**src/rtl/game_pkg.sv**
```systemverilog
// Shared types and constants for the per-frame dog physics scheduler.
package game_pkg;

    typedef enum logic [2:0] {
        IDLE,
        UPD_REQ,
        UPD_WAIT,
        COL_REQ,
        COL_WAIT,
        DONE
    } sched_state_t;

    localparam int CD_W      = 4;
    localparam int N_DEFAULT = 4;

    function automatic int num_pairs(input int n);
        return n * (n - 1) / 2;
    endfunction

    localparam int NUM_PAIRS = num_pairs(N_DEFAULT);

    // Flat index of unordered pair (a,b), a<b, in lexicographic order.
    function automatic int pair_idx(input int a, input int b, input int n);
        return a * (2 * n - a - 1) / 2 + (b - a - 1);
    endfunction

    function automatic int idx_w(input int v);
        return (v > 1) ? $clog2(v) : 1;
    endfunction

endpackage

```
**src/rtl/game_phys_sched_if.sv**
```systemverilog
// Frame/update/collision/response signal bundle between scheduler (master) and datapath side (slave).
interface game_phys_sched_if
    import game_pkg::*;
#(
    parameter int IDX_W = 3
);
    // Handshakes: a transfer happens in a cycle where valid && ready; valid holds, with its payload stable, until then.
    logic             frame_tick;
    logic             enable;
    logic             upd_valid;
    logic [IDX_W-1:0] upd_idx;
    logic             upd_ready;
    logic             upd_done;
    logic             col_valid;
    logic [IDX_W-1:0] col_a;
    logic [IDX_W-1:0] col_b;
    logic             col_ready;
    logic             col_done;
    logic             col_overlap;
    logic             resp_valid;
    logic [IDX_W-1:0] resp_a;
    logic [IDX_W-1:0] resp_b;
    logic             busy;
    logic             frame_done;
    logic [7:0]       overrun_cnt;
    logic             wd_err;
    sched_state_t     dbg_state;

    modport master (
        input  frame_tick, enable, upd_ready, upd_done, col_ready, col_done, col_overlap,
        output upd_valid, upd_idx, col_valid, col_a, col_b, resp_valid, resp_a, resp_b,
               busy, frame_done, overrun_cnt, wd_err, dbg_state
    );

    modport slave (
        output frame_tick, enable, upd_ready, upd_done, col_ready, col_done, col_overlap,
        input  upd_valid, upd_idx, col_valid, col_a, col_b, resp_valid, resp_a, resp_b,
               busy, frame_done, overrun_cnt, wd_err, dbg_state
    );

endinterface

```
**src/rtl/game_pair_cooldown.sv**
```systemverilog
// Per-pair cooldown counters: load on grant, global saturating-at-zero decrement, zero flag per pair.
module game_pair_cooldown
    import game_pkg::*;
#(
    parameter int NUM_P  = 6,
    parameter int PIDX_W = 3
) (
    input  logic              clk,
    input  logic              rst_n,
    input  logic              i_dec,
    input  logic              i_load,
    input  logic [PIDX_W-1:0] i_load_idx,
    input  logic [CD_W-1:0]   i_load_val,
    output logic [NUM_P-1:0]  o_zero
);

    logic [CD_W-1:0] r_cd [NUM_P];

    always_ff @(posedge clk or negedge rst_n) begin
        if (!rst_n) begin
            for (int p = 0; p < NUM_P; p++) r_cd[p] <= '0;
        end else begin
            for (int p = 0; p < NUM_P; p++) begin
                if (i_load && (i_load_idx == PIDX_W'(p))) begin
                    r_cd[p] <= i_load_val;
                end else if (i_dec && (r_cd[p] != '0)) begin
                    r_cd[p] <= r_cd[p] - 1'b1;
                end
            end
        end
    end

    for (genvar p = 0; p < NUM_P; p++) begin : g_zero
        assign o_zero[p] = (r_cd[p] == '0);
    end

endmodule

```
**src/rtl/game_phys_sched.sv**
```systemverilog
// Frame scheduler: updates each dog, then checks every pair and grants bounces subject to cooldown.
// Optional watchdog on the WAIT states: define GAME_SCHED_WATCHDOG_EN.
module game_phys_sched
    import game_pkg::*;
#(
    parameter int N         = 4,
    parameter int IDX_W     = 3,
    parameter int CD_FRAMES = 5,
    parameter int WD_CYCLES = 63
) (
    input  logic                clk,
    input  logic                rst_n,
    game_phys_sched_if.master   bus
);

    localparam int NUM_P  = num_pairs(N);
    localparam int PIDX_W = idx_w(NUM_P);
    localparam int DW     = idx_w(N);

    sched_state_t       r_state, w_state_nxt;
    logic [IDX_W-1:0]   r_dog, r_a, r_b, r_resp_a, r_resp_b;
    logic               r_resp_valid;
    logic [7:0]         r_overrun;
    logic               w_accept, w_grant, w_last_pair, w_wd_trip;
    logic [NUM_P-1:0]   w_zero;
    logic [PIDX_W-1:0]  w_pair;
    logic [PIDX_W-1:0]  w_pair_lut [N][N];

    for (genvar a = 0; a < N; a++) begin : g_lut_a
        for (genvar b = 0; b < N; b++) begin : g_lut_b
            assign w_pair_lut[a][b] = (b > a) ? PIDX_W'(pair_idx(a, b, N)) : '0;
        end
    end

    assign w_pair      = w_pair_lut[r_a[DW-1:0]][r_b[DW-1:0]];
    assign w_last_pair = (r_a == IDX_W'(N - 2)) && (r_b == IDX_W'(N - 1));

    always_comb begin
        w_state_nxt = r_state;
        w_accept    = 1'b0;
        w_grant     = 1'b0;
        case (r_state)
            IDLE: begin
                if (bus.frame_tick && bus.enable) begin
                    w_accept    = 1'b1;
                    w_state_nxt = UPD_REQ;
                end
            end
            UPD_REQ:  if (bus.upd_ready) w_state_nxt = UPD_WAIT;
            UPD_WAIT: begin
                if (bus.upd_done) begin
                    w_state_nxt = (r_dog == IDX_W'(N - 1)) ? COL_REQ : UPD_REQ;
                end else if (w_wd_trip) begin
                    w_state_nxt = DONE;
                end
            end
            COL_REQ:  if (bus.col_ready) w_state_nxt = COL_WAIT;
            COL_WAIT: begin
                if (bus.col_done) begin
                    w_grant     = bus.col_overlap && w_zero[w_pair];
                    w_state_nxt = w_last_pair ? DONE : COL_REQ;
                end else if (w_wd_trip) begin
                    w_state_nxt = DONE;
                end
            end
            DONE:     w_state_nxt = IDLE;
            default:  w_state_nxt = IDLE;
        endcase
    end

    always_ff @(posedge clk or negedge rst_n) begin
        if (!rst_n) begin
            r_state      <= IDLE;
            r_dog        <= '0;
            r_a          <= '0;
            r_b          <= '0;
            r_resp_valid <= 1'b0;
            r_resp_a     <= '0;
            r_resp_b     <= '0;
            r_overrun    <= '0;
        end else begin
            r_state      <= w_state_nxt;
            r_resp_valid <= w_grant;
            if (w_grant) begin
                r_resp_a <= r_a;
                r_resp_b <= r_b;
            end
            if (bus.frame_tick && (r_state != IDLE) && (r_overrun != 8'hFF)) begin
                r_overrun <= r_overrun + 8'd1;
            end
            if (w_accept) begin
                r_dog <= '0;
            end else if ((r_state == UPD_WAIT) && bus.upd_done) begin
                if (r_dog == IDX_W'(N - 1)) begin
                    r_a <= '0;
                    r_b <= IDX_W'(1);
                end else begin
                    r_dog <= r_dog + 1'b1;
                end
            end
            if ((r_state == COL_WAIT) && bus.col_done && !w_last_pair) begin
                if (r_b == IDX_W'(N - 1)) begin
                    r_a <= r_a + 1'b1;
                    r_b <= r_a + IDX_W'(2);
                end else begin
                    r_b <= r_b + 1'b1;
                end
            end
        end
    end

`ifdef GAME_SCHED_WATCHDOG_EN
    localparam int WD_W = $clog2(WD_CYCLES + 1);
    logic [WD_W-1:0] r_wd_cnt;

    // Restarts from zero on every state change, so each WAIT gets a fresh budget.
    always_ff @(posedge clk or negedge rst_n) begin
        if (!rst_n) begin
            r_wd_cnt <= '0;
        end else if (w_state_nxt != r_state) begin
            r_wd_cnt <= '0;
        end else if (((r_state == UPD_WAIT) || (r_state == COL_WAIT)) &&
                     (r_wd_cnt != WD_W'(WD_CYCLES))) begin
            r_wd_cnt <= r_wd_cnt + 1'b1;
        end
    end

    assign w_wd_trip = (((r_state == UPD_WAIT) && !bus.upd_done) ||
                        ((r_state == COL_WAIT) && !bus.col_done)) &&
                       (r_wd_cnt == WD_W'(WD_CYCLES));
`else
    assign w_wd_trip = 1'b0;
`endif

    game_pair_cooldown #(
        .NUM_P  (NUM_P),
        .PIDX_W (PIDX_W)
    ) u_cooldown (
        .clk        (clk),
        .rst_n      (rst_n),
        .i_dec      (w_accept),
        .i_load     (w_grant),
        .i_load_idx (w_pair),
        .i_load_val (CD_W'(CD_FRAMES)),
        .o_zero     (w_zero)
    );

    assign bus.upd_valid   = (r_state == UPD_REQ);
    assign bus.upd_idx     = r_dog;
    assign bus.col_valid   = (r_state == COL_REQ);
    assign bus.col_a       = r_a;
    assign bus.col_b       = r_b;
    assign bus.resp_valid  = r_resp_valid;
    assign bus.resp_a      = r_resp_a;
    assign bus.resp_b      = r_resp_b;
    assign bus.busy        = (r_state != IDLE);
    assign bus.frame_done  = (r_state == DONE);
    assign bus.overrun_cnt = r_overrun;
    assign bus.wd_err      = w_wd_trip;
    assign bus.dbg_state   = r_state;

endmodule

```
**src/flat_wrapper.sv**
```systemverilog
// flat-port wrapper written by rule: the top's interface ports become plain ports
module game_phys_sched_flat import game_pkg::*;
#(
    parameter int N         = 4,
    parameter int IDX_W     = 3,
    parameter int CD_FRAMES = 5,
    parameter int WD_CYCLES = 63
)
  (clk, rst_n, bus_frame_tick, bus_enable, bus_upd_ready, bus_upd_done, bus_col_ready, bus_col_done, bus_col_overlap, bus_upd_valid, bus_upd_idx, bus_col_valid, bus_col_a, bus_col_b, bus_resp_valid, bus_resp_a, bus_resp_b, bus_busy, bus_frame_done, bus_overrun_cnt, bus_wd_err, bus_dbg_state);
  game_phys_sched_if #(.IDX_W(IDX_W)) bus_i ();
  input  logic clk;
  input  logic rst_n;
  input wire logic [$bits(bus_i.frame_tick)-1:0] bus_frame_tick;
  input wire logic [$bits(bus_i.enable)-1:0] bus_enable;
  input wire logic [$bits(bus_i.upd_ready)-1:0] bus_upd_ready;
  input wire logic [$bits(bus_i.upd_done)-1:0] bus_upd_done;
  input wire logic [$bits(bus_i.col_ready)-1:0] bus_col_ready;
  input wire logic [$bits(bus_i.col_done)-1:0] bus_col_done;
  input wire logic [$bits(bus_i.col_overlap)-1:0] bus_col_overlap;
  output wire logic [$bits(bus_i.upd_valid)-1:0] bus_upd_valid;
  output wire logic [$bits(bus_i.upd_idx)-1:0] bus_upd_idx;
  output wire logic [$bits(bus_i.col_valid)-1:0] bus_col_valid;
  output wire logic [$bits(bus_i.col_a)-1:0] bus_col_a;
  output wire logic [$bits(bus_i.col_b)-1:0] bus_col_b;
  output wire logic [$bits(bus_i.resp_valid)-1:0] bus_resp_valid;
  output wire logic [$bits(bus_i.resp_a)-1:0] bus_resp_a;
  output wire logic [$bits(bus_i.resp_b)-1:0] bus_resp_b;
  output wire logic [$bits(bus_i.busy)-1:0] bus_busy;
  output wire logic [$bits(bus_i.frame_done)-1:0] bus_frame_done;
  output wire logic [$bits(bus_i.overrun_cnt)-1:0] bus_overrun_cnt;
  output wire logic [$bits(bus_i.wd_err)-1:0] bus_wd_err;
  output wire logic [$bits(bus_i.dbg_state)-1:0] bus_dbg_state;
  assign bus_i.frame_tick = bus_frame_tick;
  assign bus_i.enable = bus_enable;
  assign bus_i.upd_ready = bus_upd_ready;
  assign bus_i.upd_done = bus_upd_done;
  assign bus_i.col_ready = bus_col_ready;
  assign bus_i.col_done = bus_col_done;
  assign bus_i.col_overlap = bus_col_overlap;
  assign bus_upd_valid = bus_i.upd_valid;
  assign bus_upd_idx = bus_i.upd_idx;
  assign bus_col_valid = bus_i.col_valid;
  assign bus_col_a = bus_i.col_a;
  assign bus_col_b = bus_i.col_b;
  assign bus_resp_valid = bus_i.resp_valid;
  assign bus_resp_a = bus_i.resp_a;
  assign bus_resp_b = bus_i.resp_b;
  assign bus_busy = bus_i.busy;
  assign bus_frame_done = bus_i.frame_done;
  assign bus_overrun_cnt = bus_i.overrun_cnt;
  assign bus_wd_err = bus_i.wd_err;
  assign bus_dbg_state = bus_i.dbg_state;
  game_phys_sched #(.N(N), .IDX_W(IDX_W), .CD_FRAMES(CD_FRAMES), .WD_CYCLES(WD_CYCLES)) u_core (.clk(clk), .rst_n(rst_n), .bus(bus_i));
endmodule
```
**config.mk**
```make
export PLATFORM = sky130hd
export DESIGN_NAME = game_phys_sched_flat
export DESIGN_NICKNAME = d
export VERILOG_FILES = /design/src/rtl/game_pkg.sv /design/src/rtl/game_phys_sched_if.sv /design/src/rtl/game_pair_cooldown.sv /design/src/rtl/game_phys_sched.sv /design/src/flat_wrapper.sv
export SDC_FILE = /design/constraint.sdc
export NUM_CORES = 1
export LEC_CHECK = 0
export CORE_MARGIN = 1.5
export CORE_UTILIZATION = 59
export CTS_CLUSTER_DIAMETER = 150
export DETAILED_ROUTE_END_ITERATION = 7
export PLACE_DENSITY = 0.91
export SETUP_SLACK_MARGIN = 0.05
export SYNTH_ARGS = -nofsm -noshare
export SYNTH_HDL_FRONTEND = slang
export SYNTH_SLANG_ARGS = --single-unit
```
**constraint.sdc**
```tcl
create_clock -name clk -period 4.5 [get_ports clk]
set_input_delay 0.9 -clock clk [delete_from_list [all_inputs] [get_ports clk]]
set_output_delay 0.9 -clock clk [all_outputs]
set_load 0.005 [all_outputs]
```
# == After elaboration in Yosys (flattened, before gate mapping) ==
# Cells that the tools add are included.
# totals
register_bits,51
latch_bits,0
mem_bits_rw,0
mem_bits_ro,0
input_bits,9
output_inout_bits,32
elab_cells,144
n_memories,0
# op_classes
n_addsub,11
mul,0
n_div,0
magnitude_cmp,3
n_eq_ne,21
n_shift,0
n_mux,45
bitwise,2
n_reduce_logical,48
# ops
operator,n
$mux W3,21
$mux W4,12
$bmux W12 S2,1
$logic_not A4 Y1,6
$mux W12,2
$reduce_bool A4 Y1,6
$sub A4 B1 Y4 const B,6
$eq A3 B2 Y1 const B,7
$logic_and A1 B1 Y1,20
$reduce_bool A2 Y1,9
$pmux W3 S5,1
$eq A3 B3 Y1 const B,4
$ne A2 B2 Y1 const B,5
$add A3 B1 Y3 const B,3
$add A8 B1 Y8 const B,1
$ne A8 B8 Y1 const B,1
$bmux W3 S2,1
$eq A3 B1 Y1 const B,2
$ge A3 B3 Y1 const B,2
$logic_not A3 Y1,2
$not A2 Y3,2
$mux W1,5
$reduce_and A5 Y1,1
$lt A3 B4 Y1 const B,1
8 further kinds,9

# == Depth between registers and ports, before layout ==
# Gate-level depths: netlist of run 1.
# logic_depth
ltp_word,14
ltp_mapped,8
ltp_nobuf,8

# == By module ==
# Synthesis of run 1 repeated with hierarchy kept, for this count alone.
# unflattened
cells_unflattened,320
hier_area_um2,3031.7
# modules_own_cells
mod,n_inst,cells_per_inst,area_each_um2,seq_area_each_um2
game_phys_sched,1,159,1611.5,675.6
game_pair_cooldown,1,161,1420.1,600.6

# == Worst setup path after synthesis of run 1 ==
# OpenSTA, ideal clock, no wires.
# synth_timing
path_kind,register to register
start,"register u_core.r_a[1], in the netlist u_core.bus.col_a[1]"
end,"register u_core.r_resp_a[0], in the netlist u_core.bus.resp_a[0]"
setup_time_ns,0.125
arrival_ns,2.016
required_time_ns,4.375
path_slack_ns,2.360
stages_incl_launch_ff,8
n_path_buf,0
period_less_slack_ns,2.140
cell_sequence,dfrtp_1 ha_1 nand2_1 a21boi_2 mux2i_1 a21oi_1 o21ai_4 mux2_2
# synth_via
elab_chain_len,12
# synth_rtl
element,line,rtl
"start, declared",game_phys_sched.sv:21,"logic [IDX_W-1:0] r_dog, r_a, r_b, r_resp_a, r_resp_b;"
"start signal, assigned",game_phys_sched.sv:103,r_a <= r_a + 1'b1;
$not A2 Y3 (implied by the code),game_phys_sched.sv:35,assign w_pair = w_pair_lut[r_a[DW-1:0]][r_b[DW-1:0]];
$bmux W12 S2,game_phys_sched.sv:35,
$mux W12 (implied by the code) (2 in series),game_phys_sched.sv:35,
$bmux W3 S2,game_phys_sched.sv:35,
$mux W3 (implied by the code) (2 in series),game_phys_sched.sv:35,
$bmux W1 S3,game_phys_sched.sv:60,w_grant = bus.col_overlap && w_zero[w_pair];
$mux W1 (implied by the code),game_phys_sched.sv:60,
$logic_and A1 B1 Y1,game_phys_sched.sv:60,
$mux W1,game_phys_sched.sv:59,if (bus.col_done) begin
$mux W1,game_phys_sched.sv:42,case (r_state)
"end signal, assigned",game_phys_sched.sv:85,r_resp_a <= r_a;
"end, declared",game_phys_sched.sv:21,
# No other way between the ends. The select of a mux whose other input is x is not followed.
# A chain may end at the register's enable or synchronous reset.

# == Worst setup path in the final report of run 1 ==
# layout_timing
start,"register u_core.r_state[1], in the netlist u_core.bus.dbg_state[1]"
end,output bus_col_valid
# layout_via
elab_chain_len,1
# layout_rtl
element,line,rtl
"start, declared",game_phys_sched.sv:20,"sched_state_t r_state, w_state_nxt;"
"start signal, assigned",game_phys_sched.sv:82,r_state <= w_state_nxt;
$eq A3 B2 Y1,game_phys_sched.sv:150,assign bus.col_valid = (r_state == COL_REQ);
"end, declared",flat_wrapper.sv:22,output wire logic [$bits(bus_i.col_valid)-1:0] bus_col_valid;
# No other way between the ends.

==> flow_summary.json, run 1 <==
{
  "status": "finished clean",
  "register_area_um2": 1280,
  "drc_errors": 0,
  "tightest_slew_ps": 626,
  "ctsResizeCount": 0,
  "fmax_ghz": 0.369,
  "io_pins": 41,
  "r2r-start": "u_core.bus.col_a[1]",
  "synthArstFlopShare_pct": 100,
  "crit_required_ps": 3600,
  "cts_max_level": 2,
  "syn_area_per_cell_um2": 9.88,
  "synth_top_area_share_pct": 44.3,
  "startpoint": "u_core.bus.dbg_state[1]",
  "num_rows": 25,
  "first_pass_iters": 4,
  "cp.depth": 4,
  "grt_pass1_wl_um": 9290,
  "clk_latency_ps": 300,
  "combPwrFrac_pct": 43.4,
  "rr_worst_depth": 7,
  "portBuffers": 39,
  "ys_types": 41,
  "post_drt_wl_per_cell_um": 13.5,
  "syn-cell-area_um2": 2880,
  "num_vias": 2198,
  "synth_top_cell_by_area": "dfrtp_1",
  "drive_gt1_share_pct": 7.81,
  "hold_violations": 0,
  "syn_to_final_growth_pct": 18.4,
  "hold_depth": 1,
  "seqPwrFrac_pct": 43.1,
  "synthTopCellsByArea": "dfrtp_1 (44%), ha_1 (8.7%), nand2_1 (4.8%)",
  "grt_use_total_pct": 22.4,
  "max-vdd-ir-drop_mv": 0.345,
  "antenna_found_initial": 0,
  "end_kind": "output pin",
  "dieArea_um2": 5320,
  "die_y_um": 72.9,
  "clock-sinks": 51,
  "ant_nets": 0,
  "hold_buffers": 0,
  "powerDensity_nw_per_um2": 554,
  "maxSlewViolCount": 0,
  "multiInputGateArea_um2": 1500,
  "syn_nets": 321,
  "stdcell_count": 400,
  "synthFlopType": "dfrtp_1",
  "post-cts-setup-buffers": 0,
  "cp_top_family": "buffers and inverters",
  "yosys-top-cells-count": "dfrtp_1 (51), nand2_1 (37), ha_1 (20), inv_1 (20), nor2_1 (16)",
  "grt_pass1_vias": 2155,
  "worstSetupStartpointType": "register",
  "rsz0062_at_grt": "no",
  "cp_num_buf_inv": 2,
  "via_per_inst": 5.50,
  "power_leakage_uw": 0.00160,
  "dr.first_iter.drc_count": 161,
  "clock_path_buffers": 2,
  "tritoncts": "yes",
  "core_area_um2": 4720,
  "tritoncts.num_buffers": 5,
  "relSlewSlack_pct": 58.3,
  "syn_inst": 292,
  "finClkSkew_ps": 5.58,
  "critPathMaxFanout": 12,
  "crit_arrival_ps": 1810,
  "crit_type": "reg -> out",
  "synth-seq-cells": 51,
  "ys_seq_area_share_pct": 44.3,
  "cp_slowest_cell": "dfrtp_1",
  "stdcell_area_um2": 3410,
  "placed_area_um2": 3330,
  "clockRootBuffer": "clkbuf_8",
  "finalSetupViolCount": 0,
  "ys.warnings.count": 0,
  "yosysMostFrequentCell": "dfrtp_1",
  "whs_ps": 512,
  "tns_ps": 0,
  "die_w_um": 72.9,
  "num-fill-cells": 334,
  "hold_path.class": "reg -> reg",
  "drt-total-wl_um": 5390,
  "hp-start": "u_core.u_cooldown.r_cd[11]",
  "switchingPower_uw": 723,
  "synth_edf_count": 0,
  "place_inst": 392,
  "min_period_over_period_pct": 60.2,
  "period_minus_slack_ps": 2710,
  "max_stage_delay_ps": 550,
  "start_util_pct": 61.1,
  "post-route-util_pct": 72.3,
  "internal-power_uw": 1170,
  "clockPowerShare_pct": 13.5,
  "path_cells": "nor2b_1 -> nand2_1 -> inv_1 -> clkdlybuf4s50_1",
  "drv_cap": 0,
  "gr-total-overflow": 0,
  "grt_max_degree": 52,
  "n_antenna_cell": 0,
  "clk_pin_slew_worst_paths_ps": 90,
  "nets": 361,
  "p_sw_share_pct": 38.2,
  "hpwlAfterDp_um": 4000,
  "gp_congestion": 0.819
}
[path summary, 6_finish.rpt]
path	slack, ps	endpoint
setup / recovery	1790	bus_col_valid
hold / removal	510	u_core.u_cooldown.r_cd[11]
setup reg to reg	2090	u_core.bus.resp_a[0]
hold reg to reg	510	u_core.u_cooldown.r_cd[11]
max in group asynchronous	3380	u_core.u_cooldown.r_cd[0]
min in group asynchronous	680	u_core.bus.resp_valid
[metal layers]
metal  up-vias  track usage [%]  share of wire, %
met5         -                0                 0
met4         0             6.50               1.2
met3         9             5.52               4.7
met2        47             39.7                52
met1      1051             26.8                43
li1       1091                -                 -
[sequential cells by signal (all words and copies together), names as in the netlist]
register and count:
u_core.bus.col_a 3, u_core.bus.col_b 3, u_core.bus.dbg_state 3, u_core.bus.overrun_cnt 8, u_core.bus.resp_a 3, u_core.bus.resp_b 3
u_core.bus.resp_valid 1, u_core.bus.upd_idx 3, u_core.u_cooldown.r_cd 24
[through the flow]
stage               worst slack, ps  power (uW)
floorplan                      2360        1340
global placement               1880        1600
detailed placement             1820        1640
CTS                            1790        1910
global route                   1620        2060
finish                         1790        1890
[placed cells by master, fill, tap and decap left out, drive strengths merged, types with 2 or more instances in the layout]
cell type and count:
a211oi 3, nor3 10, nand3b 3, a21oi 14, buf 2, a21bo 2, xnor2 13, inv 20
o21ai 12, mux2i 2, and2 4, a21o 6, a31oi 2, nand2 37, and3 5, clkdlybuf4s50 38
clkbuf 5, and3b 2, nor3b 8, nand2b 4, or4 5, nor2b 2, nand4 3, nor2 16
nand4bb 2, ha 20, clkinv 3, dfrtp 51, mux2 8, xor2 7, o211a 6, nand3 10
[cell families after synthesis]
kind of cell,synth area share (%)
fa+ha+maj,8.68
flops,44.3
simple gates,20.6
xor+xnor,6.07
mux,3.82
compound gates,12.8
other cells,0.130
buf+inv,3.69
[power by group through the flow]
stage | Sequential, uW | Clock [uW] | Combinational (uW)
2_1_floorplan | 755 | 0 | 586
3_3_place_gp | 810 | 0 | 786
6_report | 815 | 255 | 822
5_1_grt | 842 | 279 | 937
4_1_cts | 814 | 260 | 833
3_5_place_dp | 822 | 0 | 823
[final cells by class]
class | count | area share (%)
Clock inverter | 3 | 0.440
Sequential cell | 51 | 37.4
Inverter | 20 | 2.20
Timing Repair Buffer | 40 | 11.5
Tap cell | 67 | 2.46
Multi-Input combinational cell | 214 | 44.0
Clock buffer | 5 | 2.02
Note: power is estimated with default switching activity, not from simulation.
==> inputs of run 2 (changes only) <==
CORE_UTILIZATION = 55   (was 59)
PLACE_DENSITY = 0.86   (was 0.91)
clock period = 2.7 ns   (was 4.5 ns; I/O delays follow)
==> run 2 against run 1 <==
Compared with the run above: sequential power rose by 66%; setup slack got worse by 1500 ps; first-iteration DRC count fell by 21%; hold slack got worse by 180 ps; via count rose by 0.91%; clock skew rose by 2.9 ps; sequential share of layout area did not move; global-route usage fell by 1.3 points; critical path depth rose by 3; critical path type is now reg -> reg; critical endpoint is now u_core.bus.resp_b[2]; largest power group unchanged.
==> flow_summary.json, run 2 (synthesis gave the netlist of run 1 again) <==
{
  "drive_gt1_share_pct": 7.23,
  "tightest_slew_ps": 627,
  "grt_max_degree": 52,
  "io_pins": 41,
  "finClkSkew_ps": 8.50,
  "syn_to_final_growth_pct": 18.4,
  "portBuffers": 39,
  "powerDensity_nw_per_um2": 923,
  "final_cell_mix": "dfrtp_1 (51), clkdlybuf4s50_1 (38), nand2_1 (37)",
  "num-fill-cells": 430,
  "register_area_um2": 1280,
  "hold_path.class": "in -> async",
  "rrSetupSlack_ps": 290,
  "cts_max_level": 2,
  "critPathMaxFanout": 10,
  "whs_ps": 331,
  "gp_congestion": 0.818,
  "fmax_ghz": 0.415,
  "clk_pin_slew_worst_paths_ps": 90,
  "num_vias": 2218,
  "tritoncts.num_buffers": 5,
  "ctsResizeCount": 0,
  "crit_arrival_ps": 2600,
  "num_rows": 26,
  "multiInputGateArea_um2": 1500,
  "core_area_um2": 5070,
  "hpwlAfterDp_um": 4100,
  "dieArea_um2": 5690,
  "worstSetupStartpointType": "register",
  "power_leakage_uw": 0.00160,
  "rsz0062_at_grt": "no",
  "cp_top_family": "multiplexers",
  "clock-sinks": 51,
  "ant_nets": 0,
  "drv_cap": 0,
  "status": "finished clean",
  "grt_pass1_wl_um": 9170,
  "via_per_inst": 5.52,
  "die_y_um": 75.4,
  "first_pass_iters": 4,
  "min_period_over_period_pct": 89.2,
  "post_drt_wl_per_cell_um": 13.7,
  "largest_register_ffs": 24,
  "regMostFlops": "u_core.u_cooldown.r_cd",
  "clock_path_buffers": 2,
  "gr-total-overflow": 0,
  "tns_ps": 0,
  "drt-total-wl_um": 5510,
  "antenna_found_initial": 0,
  "start_util_pct": 56.8,
  "grt_use_total_pct": 21.1,
  "tritoncts": "yes",
  "max-vdd-ir-drop_mv": 0.555,
  "max_stage_delay_ps": 540,
  "crit_required_ps": 2890,
  "nets": 362,
  "end_kind": "register",
  "relSlewSlack_pct": 58.2,
  "cp_num_buf_inv": 0,
  "post-cts-setup-buffers": 0,
  "clk_latency_ps": 300,
  "hold_buffers": 0,
  "period_minus_slack_ps": 2410,
  "path_cells": "ha_1 -> nand2_1 -> a21boi_2 -> mux2i_1 -> a21oi_1 -> o21ai_4 -> mux2_2",
  "crit_type": "reg -> reg",
  "hold_violations": 0,
  "finalSetupViolCount": 0,
  "n_antenna_cell": 0,
  "dr.first_iter.drc_count": 127,
  "layout_commonest_cell": "dfrtp_1",
  "drc_errors": 0,
  "maxSlewViolCount": 0,
  "grt_pass1_vias": 2110,
  "die_w_um": 75.4,
  "clockRootBuffer": "clkbuf_8",
  "cp_slowest_cell": "dfrtp_1"
}
run 2: report_power, final:
group | internal, uW | switching (uW) | total (uW)
logic | 759 | 640 | 1400
registers | 1030 | 324 | 1350
clock network | 173 | 224 | 397
total | 1960 | 1190 | 3150
run 2: cell type report:
| class | instances | share of cell area (%) |
|---|---|---|
| multi-input cells | 214 | 44.0 |
| clock buffers | 6 | 2.13 |
| well taps | 70 | 2.57 |
| flip-flops and latches | 51 | 37.4 |
| repair buffers | 41 | 11.7 |
| inverters | 20 | 2.20 |
run 2: worst paths after layout:
path,to,cells past startpoint,startpoint
max in group asynchronous,u_core.bus.dbg_state[2],2,rst_n
max,u_core.bus.resp_b[2],7,u_core.bus.col_a[1]
min reg2reg,u_core.bus.overrun_cnt[7],1,u_core.bus.overrun_cnt[7]
min in group clk,u_core.bus.overrun_cnt[7],1,u_core.bus.overrun_cnt[7]
max reg2reg,u_core.bus.resp_b[2],7,u_core.bus.col_a[1]
min,u_core.u_cooldown.r_cd[13],2,rst_n
run 2: worst reg2reg max path, cell delays in order, from the launching register on:
cell and delay, ps:
dfrtp_1 540, ha_1 290, nand2_1 120, a21boi_2 190, mux2i_1 340, a21oi_1 160
o21ai_4 270, mux2_2 380
run 2: per-stage QoR:
step           utilization (%)  std cells  setup slack, ps  area (um^2)  power (uW)
3_3_place_gp              65.8        396              437         3340        2680
2_1_floorplan                -        292              560         2880        2230
4_1_cts                   67.3        402              274         3410        3190
3_5_place_dp              65.8        396              294         3340        2780
6_report                  67.3        402              292         3410        3150
5_1_grt                   67.3        402              139         3410        3430
run 2: per-layer routing:
metal | up-vias | global-route usage [%] | part of all wire [%]
li1 | 1087 | - | -
met1 | 1072 | 25.0 | 43
met2 | 46 | 36.2 | 50
met3 | 13 | 5.42 | 4.2
met4 | 0 | 9.13 | 2.5
met5 | - | 0 | 0
==> inputs of run 3 (changes only) <==
CORE_UTILIZATION = 42   (was 55)
CTS_CLUSTER_DIAMETER = 30   (was 150)
PLACE_DENSITY = 0.7   (was 0.86)
REMOVE_ABC_BUFFERS = 1   (was unset)
==> run 3 against run 2 <==
Compared with the run above: die area grew 30%; register-to-register slack is essentially flat; critical path depth is the same; cell count grew 3.5%; fmax grew 0.16%; cell area grew 2.1%; first-iteration DRC count shrank 17%; clock power grew 39%; global-route usage shrank 4.9 points; combinational power is essentially flat.
==> flow_summary.json, run 3 (synthesis gave the netlist of run 1 again) <==
{
  "finalSetupViolCount": 0,
  "crit_required_ps": 2890,
  "syn_to_final_growth_pct": 20.9,
  "min_period_over_period_pct": 89.1,
  "rr_worst_depth": 7,
  "cts_max_level": 2,
  "status": "finished clean",
  "n_antenna_cell": 0,
  "end_kind": "register",
  "first_pass_iters": 4,
  "via_per_inst": 5.23,
  "max_stage_delay_ps": 550,
  "crit_type": "reg -> reg",
  "drv_cap": 0,
  "crit_arrival_ps": 2600,
  "clk_latency_ps": 300,
  "r2r-end": "u_core.bus.resp_a[2]",
  "gr-total-overflow": 0,
  "stdcell_area_um2": 3490,
  "die_w_um": 85.9,
  "portBuffers": 39,
  "placed_area_um2": 3370,
  "tritoncts": "yes",
  "dr.first_iter.drc_count": 105,
  "powerDensity_nw_per_um2": 949,
  "clockRootBuffer": "clkbuf_8",
  "die_y_um": 85.9,
  "rrSetupSlack_ps": 300,
  "clk_pin_slew_worst_paths_ps": 90,
  "post_drt_wl_per_cell_um": 13.4,
  "cp_num_buf_inv": 0,
  "io_pins": 41,
  "drc_errors": 0,
  "final_cell_mix": "dfrtp_1 (51), clkdlybuf4s50_1 (38), nand2_1 (37)",
  "num_rows": 30,
  "wl_met3_um": 242,
  "antenna_found_initial": 0,
  "met2_length_um": 2640,
  "grt_max_degree": 19,
  "core_area_um2": 6720,
  "grt_use_total_pct": 16.1,
  "tns_ps": 0,
  "clock-sinks": 51,
  "hold_violations": 0,
  "grt_pass1_vias": 2110,
  "start_util_pct": 42.9,
  "ant_nets": 0,
  "rsz0062_at_grt": "no",
  "grt_pass1_wl_um": 9550,
  "post-cts-setup-buffers": 0,
  "hold_buffers": 0,
  "multiInputGateArea_um2": 1500,
  "cp.depth": 7,
  "register_area_um2": 1280,
  "regMostFlops": "u_core.u_cooldown.r_cd",
  "path_cells": "ha_1 -> nand2_1 -> a21boi_2 -> mux2i_1 -> a21oi_1 -> o21ai_4 -> mux2_2",
  "r2r-start": "u_core.bus.col_a[1]",
  "hold_path.class": "in -> async",
  "wl_met1_um": 2650,
  "worstSetupStartpointType": "register",
  "dieArea_um2": 7370,
  "num-fill-cells": 617,
  "nets": 364,
  "num_vias": 2176,
  "drive_gt1_share_pct": 8.63,
  "fmax_ghz": 0.416,
  "power_leakage_uw": 0.00163,
  "top_layer": "met4",
  "max-vdd-ir-drop_mv": 0.481,
  "hpwlAfterDp_um": 4150,
  "maxSlewViolCount": 0,
  "cp_slowest_cell": "dfrtp_1",
  "largest_register_ffs": 24,
  "gp_congestion": 0.749,
  "ctsResizeCount": 0,
  "drt-total-wl_um": 5580,
  "cp_top_family": "multiplexers",
  "period_minus_slack_ps": 2400,
  "layout_commonest_cell": "dfrtp_1",
  "tritoncts.num_buffers": 5,
  "clock_path_buffers": 2,
  "finClkSkew_ps": 3.00,
  "critPathMaxFanout": 10
}
[run 3: cell types whose count changed in the layout (fill, tap and decap cells not counted)]
cell,before,now
buf_4,2,4
clkinv_2,0,1
clkbuf_8,5,6
clkbuf_1,1,0
bufinv_16,0,1
[run 3: report_power, final]
part | internal, uW | leakage, uW | switching, uW
logic | 764 | 0.000914 | 639
registers | 1030 | 0.000655 | 323
clock network | 300 | 0.0000612 | 250
[run 3: layer usage]
layer | vias up | GRT usage [%]
met1 | 1041 | 21.8
met4 | 0 | 4.40
met2 | 45 | 26.8
met3 | 4 | 2.89
met5 | - | 0
li1 | 1086 | -
[run 3: metrics by stage]
stage	hold slack [ps]	utilization [%]	std cells	power, uW	setup WS (ps)
6_report	158	51.9	416	3310	296
5_1_grt	182	51.9	416	3590	61.5
4_1_cts	166	51.9	416	3340	261
3_5_place_dp	488	50.1	408	2770	275
3_3_place_gp	481	50.1	408	2720	301
2_1_floorplan	244	-	285	2210	550
[run 3: area by class of cell]
cell class	instances	share of cell area, %
inverter	20	2.15
clock buffer	6	2.37
clock inverter	2	1.01
sequential	51	36.6
tap	80	2.87
multi-input combinational	214	43.1
timing repair buffer	43	11.9
[run 3: how the worst max path moves through the flow]
stage,start,to,slack [ps]
after floorplan,u_core.bus.col_a[1],u_core.bus.resp_a[0],550
after global placement,u_core.bus.col_a[1],u_core.bus.resp_a[2],300
after detailed placement,u_core.bus.col_a[1],u_core.bus.resp_b[1],280
after CTS,u_core.bus.col_a[1],u_core.bus.resp_b[1],260
after global routing,u_core.bus.col_a[1],u_core.bus.resp_a[1],60
final,u_core.bus.col_a[1],u_core.bus.resp_a[2],300
